### config.mk
export PLATFORM = sky130hd
export DESIGN_NAME = lsu_mem_access
export DESIGN_NICKNAME = d
export VERILOG_FILES = /design/src/rtl/lsu_pkg.sv /design/src/rtl/lsu_load_align.sv /design/src/rtl/lsu_mem_access.sv
export SDC_FILE = /design/constraint.sdc
export NUM_CORES = 1
export LEC_CHECK = 0
export CORE_AREA = 5 5 123 125
export DETAILED_ROUTE_END_ITERATION = 16
export DIE_AREA = 0 0 128 130
export DONT_BUFFER_PORTS = 1
export GPL_TIMING_DRIVEN = 1
export SLEW_MARGIN = 10
export SYNTH_ARGS = -nofsm -noshare
export SYNTH_HDL_FRONTEND = slang
export SYNTH_SLANG_ARGS = --single-unit
### constraint.sdc
create_clock -name clk -period 3.7 [get_ports clk]
set_clock_uncertainty 0.15 [all_clocks]
set_input_delay 0.74 -clock clk [delete_from_list [all_inputs] [get_ports clk]]
set_output_delay 0.74 -clock clk [all_outputs]
set_load 0.02 [all_outputs]
### src/rtl/lsu_pkg.sv
// rtl/lsu_pkg.sv - shared MemOp encodings, LSU state encoding and lane helpers
package lsu_pkg;

    localparam int BE_W   = 4;
    localparam int DATA_W = 32;

    localparam logic [2:0] MEMOP_B  = 3'b000;
    localparam logic [2:0] MEMOP_H  = 3'b001;
    localparam logic [2:0] MEMOP_W  = 3'b010;
    localparam logic [2:0] MEMOP_BU = 3'b011;
    localparam logic [2:0] MEMOP_HU = 3'b100;

    typedef enum logic [2:0] {
        ST_IDLE,
        ST_REQ,
        ST_WAIT_RSP,
        ST_RESP,
        ST_ERR
    } lsu_state_e;

    function automatic logic illegal_op(input logic [2:0] op);
        return op > MEMOP_HU;
    endfunction

    function automatic logic misaligned(input logic [2:0] op, input logic [1:0] a);
        case (op)
            MEMOP_H, MEMOP_HU: return a[0];
            MEMOP_W:           return a != 2'b00;
            default:           return 1'b0;
        endcase
    endfunction

    function automatic logic [BE_W-1:0] byte_enable(input logic [2:0] op, input logic [1:0] a);
        case (op)
            MEMOP_B, MEMOP_BU: return 4'b0001 << a;
            MEMOP_H, MEMOP_HU: return 4'b0011 << {a[1], 1'b0};
            MEMOP_W:           return 4'b1111;
            default:           return '0;
        endcase
    endfunction

    // Replicate into every lane so the byte enables alone pick the target bytes.
    function automatic logic [DATA_W-1:0] store_data(input logic [2:0] op, input logic [DATA_W-1:0] wd);
        case (op)
            MEMOP_B, MEMOP_BU: return {4{wd[7:0]}};
            MEMOP_H, MEMOP_HU: return {2{wd[15:0]}};
            default:           return wd;
        endcase
    endfunction

endpackage

### src/rtl/lsu_load_align.sv
// rtl/lsu_load_align.sv - selects and sign/zero-extends the loaded byte/halfword/word
module lsu_load_align
    import lsu_pkg::*;
(
    input  logic [DATA_W-1:0] rdata,
    input  logic [1:0]        addr_lo,
    input  logic [2:0]        mem_op,
    output logic [DATA_W-1:0] result
);

    logic [7:0]  byte_sel;
    logic [15:0] half_sel;

    always_comb begin
        byte_sel = rdata[8*addr_lo +: 8];
        half_sel = addr_lo[1] ? rdata[31:16] : rdata[15:0];
        case (mem_op)
            MEMOP_B:  result = {{24{byte_sel[7]}}, byte_sel};
            MEMOP_BU: result = {24'h0, byte_sel};
            MEMOP_H:  result = {{16{half_sel[15]}}, half_sel};
            MEMOP_HU: result = {16'h0, half_sel};
            MEMOP_W:  result = rdata;
            default:  result = '0;
        endcase
    end

endmodule

### src/rtl/lsu_mem_access.sv
// rtl/lsu_mem_access.sv - RV32I load/store unit with req/gnt/rvalid data-memory port
// Optional request/response timeout enabled by defining LSU_TIMEOUT_EN.
module lsu_mem_access
    import lsu_pkg::*;
#(
    parameter int TIMEOUT_CYC = 64
) (
    input  logic              clk,
    input  logic              rst_n,
    input  logic              req_valid,
    output logic              req_ready,
    input  logic [2:0]        mem_op,
    input  logic              mem_wr,
    input  logic [DATA_W-1:0] addr,
    input  logic [DATA_W-1:0] wdata,
    output logic              resp_valid,
    output logic [DATA_W-1:0] resp_rdata,
    output logic              resp_err,
    output logic              busy,
    output logic              dmem_req,
    output logic              dmem_we,
    output logic [BE_W-1:0]   dmem_be,
    output logic [DATA_W-1:0] dmem_addr,
    output logic [DATA_W-1:0] dmem_wdata,
    input  logic              dmem_gnt,
    input  logic              dmem_rvalid,
    input  logic [DATA_W-1:0] dmem_rdata
);

    lsu_state_e        state, state_nxt;
    logic [2:0]        op_q;
    logic              wr_q;
    logic [DATA_W-1:0] addr_q;
    logic [DATA_W-1:0] wdata_q;
    logic [DATA_W-1:0] rdata_q;
    logic [DATA_W-1:0] load_ext;
    logic              accept;
    logic              req_bad;

`ifdef LSU_TIMEOUT_EN
    logic [7:0] to_cnt;
    logic       to_hit;
    assign to_hit = (to_cnt == 8'(TIMEOUT_CYC - 1));
`else
    localparam int unused_timeout_cyc = TIMEOUT_CYC;
`endif

    assign accept  = req_valid && (state == ST_IDLE);
    assign req_bad = illegal_op(mem_op) || misaligned(mem_op, addr[1:0]);

    lsu_load_align u_align (
        .rdata   (dmem_rdata),
        .addr_lo (addr_q[1:0]),
        .mem_op  (op_q),
        .result  (load_ext)
    );

    always_comb begin
        state_nxt = state;
        case (state)
            ST_IDLE: begin
                if (accept) state_nxt = req_bad ? ST_ERR : ST_REQ;
            end
            ST_REQ: begin
                if (dmem_gnt) state_nxt = wr_q ? ST_RESP : ST_WAIT_RSP;
`ifdef LSU_TIMEOUT_EN
                else if (to_hit) state_nxt = ST_ERR;
`endif
            end
            ST_WAIT_RSP: begin
                if (dmem_rvalid) state_nxt = ST_RESP;
`ifdef LSU_TIMEOUT_EN
                else if (to_hit) state_nxt = ST_ERR;
`endif
            end
            ST_RESP: state_nxt = ST_IDLE;
            ST_ERR:  state_nxt = ST_IDLE;
            default: state_nxt = ST_IDLE;
        endcase
    end

    // rdata_q changes only on the edge that enters RESP/ERR, so it holds between responses.
    always_ff @(posedge clk) begin
        if (!rst_n) begin
            state   <= ST_IDLE;
            op_q    <= '0;
            wr_q    <= 1'b0;
            addr_q  <= '0;
            wdata_q <= '0;
            rdata_q <= '0;
        end else begin
            state <= state_nxt;
            if (accept) begin
                op_q    <= mem_op;
                wr_q    <= mem_wr;
                addr_q  <= addr;
                wdata_q <= wdata;
                if (req_bad) rdata_q <= '0;
            end
            if (state == ST_REQ && dmem_gnt && wr_q) rdata_q <= '0;
            if (state == ST_WAIT_RSP && dmem_rvalid) rdata_q <= load_ext;
            if ((state == ST_REQ || state == ST_WAIT_RSP) && state_nxt == ST_ERR) rdata_q <= '0;
        end
    end

`ifdef LSU_TIMEOUT_EN
    always_ff @(posedge clk) begin
        if (!rst_n) begin
            to_cnt <= '0;
        end else if (state_nxt != state) begin
            to_cnt <= '0;
        end else if (state == ST_REQ || state == ST_WAIT_RSP) begin
            to_cnt <= to_cnt + 8'd1;
        end
    end
`endif

    assign req_ready  = (state == ST_IDLE);
    assign busy       = (state != ST_IDLE);
    assign dmem_req   = (state == ST_REQ);
    assign dmem_we    = dmem_req && wr_q;
    assign dmem_be    = dmem_req ? byte_enable(op_q, addr_q[1:0]) : '0;
    assign dmem_addr  = dmem_req ? {addr_q[31:2], 2'b00} : '0;
    assign dmem_wdata = dmem_we ? store_data(op_q, wdata_q) : '0;
    assign resp_valid = (state == ST_RESP) || (state == ST_ERR);
    assign resp_err   = (state == ST_ERR);
    assign resp_rdata = rdata_q;

endmodule

==> impl_metrics.tcl <==
set metrics [dict create \
    final_hold_viol_count 0 \
    setup-tns-final_ns 0 \
    vias 4404 \
    cts_setup_buffers 0 \
    rows 43 \
    cts_hold_buf 0 \
    status "complete, no violations" \
    antenna_left 0 \
    post_cts_resized 0 \
    drc 0 \
    fillers 1401 \
    synth_cell_types 52 \
    drt_iter0_markers 271 \
    maxSlewViolCount 0 \
    synth_top_area_share_pct 39.8 \
    end_kind "primary output" \
    peakVddDrop_v 0.000185 \
    required_ns 2.81 \
    dieArea_mm2 0.0166 \
    wl_per_cell_um 19.6 \
    crit_family "simple AND/OR/NAND/NOR gates" \
    whs_ns 0.300 \
    grt_max_degree 73 \
    die_x_um 128 \
    multi_input_comb_area_mm2 0.00287 \
    initial_core_util_pct 37.6 \
    synth_ff_type "dfxtp_1" \
    grt_antenna_before_repair 0 \
    antenna_cells 0 \
    syn_inst 626 \
    cts_buffer_depth 2 \
    ys_warn_count 0 \
    yosysMostFrequentCell "nand2_1" \
    leakage_uw 0.00215 \
    clk_latency_ns 0.34 \
    regArea_mm2 0.00206 \
    power_density_mw_per_mm2 484 \
    cp_slowest_cell "dfxtp_1" \
    post-route-min-period_ns 3.50 \
    grt_pass1_vias 4277 \
    synth.avg_cell_area_um2 8.28 \
    grt_pass1_wl_um 23800 \
    cts.clk_slew.worst_paths_ns 0.07 \
    finish.utilization_pct 41.8 \
    setup_viol 0 \
    cap_viol_max_count 0 \
    cts_buffers 9 \
    cts_tree "yes" \
    crit_buf_inv 1 \
    async_reset_ff_share_pct 0 \
    first_pass_iters 6 \
    wl_um 15700 \
    cp-start-kind "flop" \
    synthToLayoutAreaGrowth_pct 11.1 \
    max_stage_delay_ns 0.73 \
    p_total_uw 2790 \
    ys_seq_area_share_pct 39.8 \
    nets 723 \
    ys_ff_latch 103 \
    worstHoldPathType "reg -> reg" \
    htree_levels 3 \
    post-route-period-util_pct 94.7 \
    crit_type "reg -> out" \
    die_h_um 130 \
    ys_top_cells_by_count "nand2_1 (162), dfxtp_1 (103), a21boi_0 (65)" \
    synth_edf_count 0 \
    crit_chain "nand2b_1 -> nand2_1 -> o22a_1 -> o221ai_1 -> nor2_1 -> buf_4" \
    core_area_mm2 0.0138 \
    clock_tree.root_cell "clkbuf_16" \
    fmax_mhz 286 \
    io_pins 211 \
    port_buffers 0 \
    routabilityCongestion 0.916 \
    synth_area_leader_cell "dfxtp_1" \
    layout-drive-gt1-share_pct 14.3 \
    synth_area_leaders "dfxtp_1 (40%), nand2_1 (12%), a21boi_0 (9.4%)" \
    slew_headroom_pct 34.4 \
    synth_area_mm2 0.00518 \
    dp_hpwl_um 11600 \
    cts.sinks 103 \
    worst_pin_slew_ns 0.985 \
    cp_max_fo 17 \
    avgViaCountPerCell 5.49 \
    arrival_ns 2.61 \
    rsz0062_at_grt "false" \
    grt_overflow 0 \
    grt_usage_pct 18.2 \
]
-- layout by cell type (no fill, tap or decap), types with 3 or more instances in the layout --
| cell type | synthesis | final |
|---|---|---|
| nand2_1 | 162 | 161 |
| dfxtp_1 | 103 | 103 |
| a21boi_0 | 65 | 65 |
| nor2_1 | 44 | 43 |
| a21oi_1 | 36 | 35 |
| and2_1 | 33 | 32 |
| buf_4 | 4 | 29 |
| o2bb2ai_2 | 17 | 17 |
| o2bb2ai_1 | 15 | 15 |
| and3_1 | 9 | 9 |
| clkbuf_16 | 0 | 9 |
| o22a_1 | 8 | 8 |
| o221ai_1 | 8 | 8 |
| a221oi_1 | 8 | 8 |
| mux2_2 | 7 | 7 |
| a222oi_1 | 7 | 7 |
| nor2b_1 | 4 | 4 |
| nand2b_1 | 4 | 4 |
| inv_1 | 4 | 4 |
| nor2_2 | 3 | 4 |
| o21ai_0 | 3 | 3 |
| o21ai_1 | 3 | 3 |
| a21boi_1 | 3 | 3 |
| bufinv_16 | 0 | 3 |
-- tightest hold or removal path, cell delays in order (launching register included) --
cell	delay [ns]
dfxtp_1	0.31
nand2_1	0.05
a21boi_1	0.05
-- report_power, final --
part	leakage [uW]	total [uW]	switching, uW	internal, uW
sequential	0.000841	1240	71.2	1170
clock	0.000164	1090	430	665
combinational	0.00115	450	286	164
-- flip-flops by register name (all words and copies together), names as in the netlist --
name        cells
resp_rdata     32
wdata_q        32
state           3
wr_q            1
addr_q         32
op_q            3
-- per-layer routing --
metal | track usage, % | part of all wire [%]
met1 | 22.8 | 42
met2 | 29.0 | 46
met3 | 6.84 | 8.6
met4 | 6.30 | 2.6
met5 | 0 | 0
-- path summary, 6_finish.rpt --
kind / startpoint / to / slack, ns / depth (start not counted)
max: op_q[1] / dmem_wdata[27] / 0.20 / 6
min: addr_q[24] / addr_q[24] / 0.30 / 2
max reg2reg: op_q[1] / resp_rdata[1] / 1.04 / 5
min reg2reg: addr_q[24] / addr_q[24] / 0.30 / 2
-- metrics by stage --
step                      setup slack, ns  area (um2)  cells
after global routing               0.0427        5760    802
after detailed placement            0.597        5420    787
final                               0.198        5760    802
after global placement              0.738        5420    787
after CTS                           0.205        5760    802
after floorplan                      1.17        5190    627
-- layout make-up --
type | instances | area share, %
Clock buffer | 9 | 3.91
Clock inverter | 6 | 2.04
Inverter | 5 | 0.326
Multi-Input combinational cell | 469 | 49.9
Sequential cell | 103 | 35.8
Tap cell | 180 | 3.91
Timing Repair Buffer | 30 | 4.13
-- cell families after synthesis --
logic type | synth area share [%]
compound gates | 28.8
mux | 2.08
other cells | 0.0723
flops | 39.8
xor+xnor | 0.338
simple gates | 23.9
buf+inv | 5.07
(Power assumes the default switching activity.)
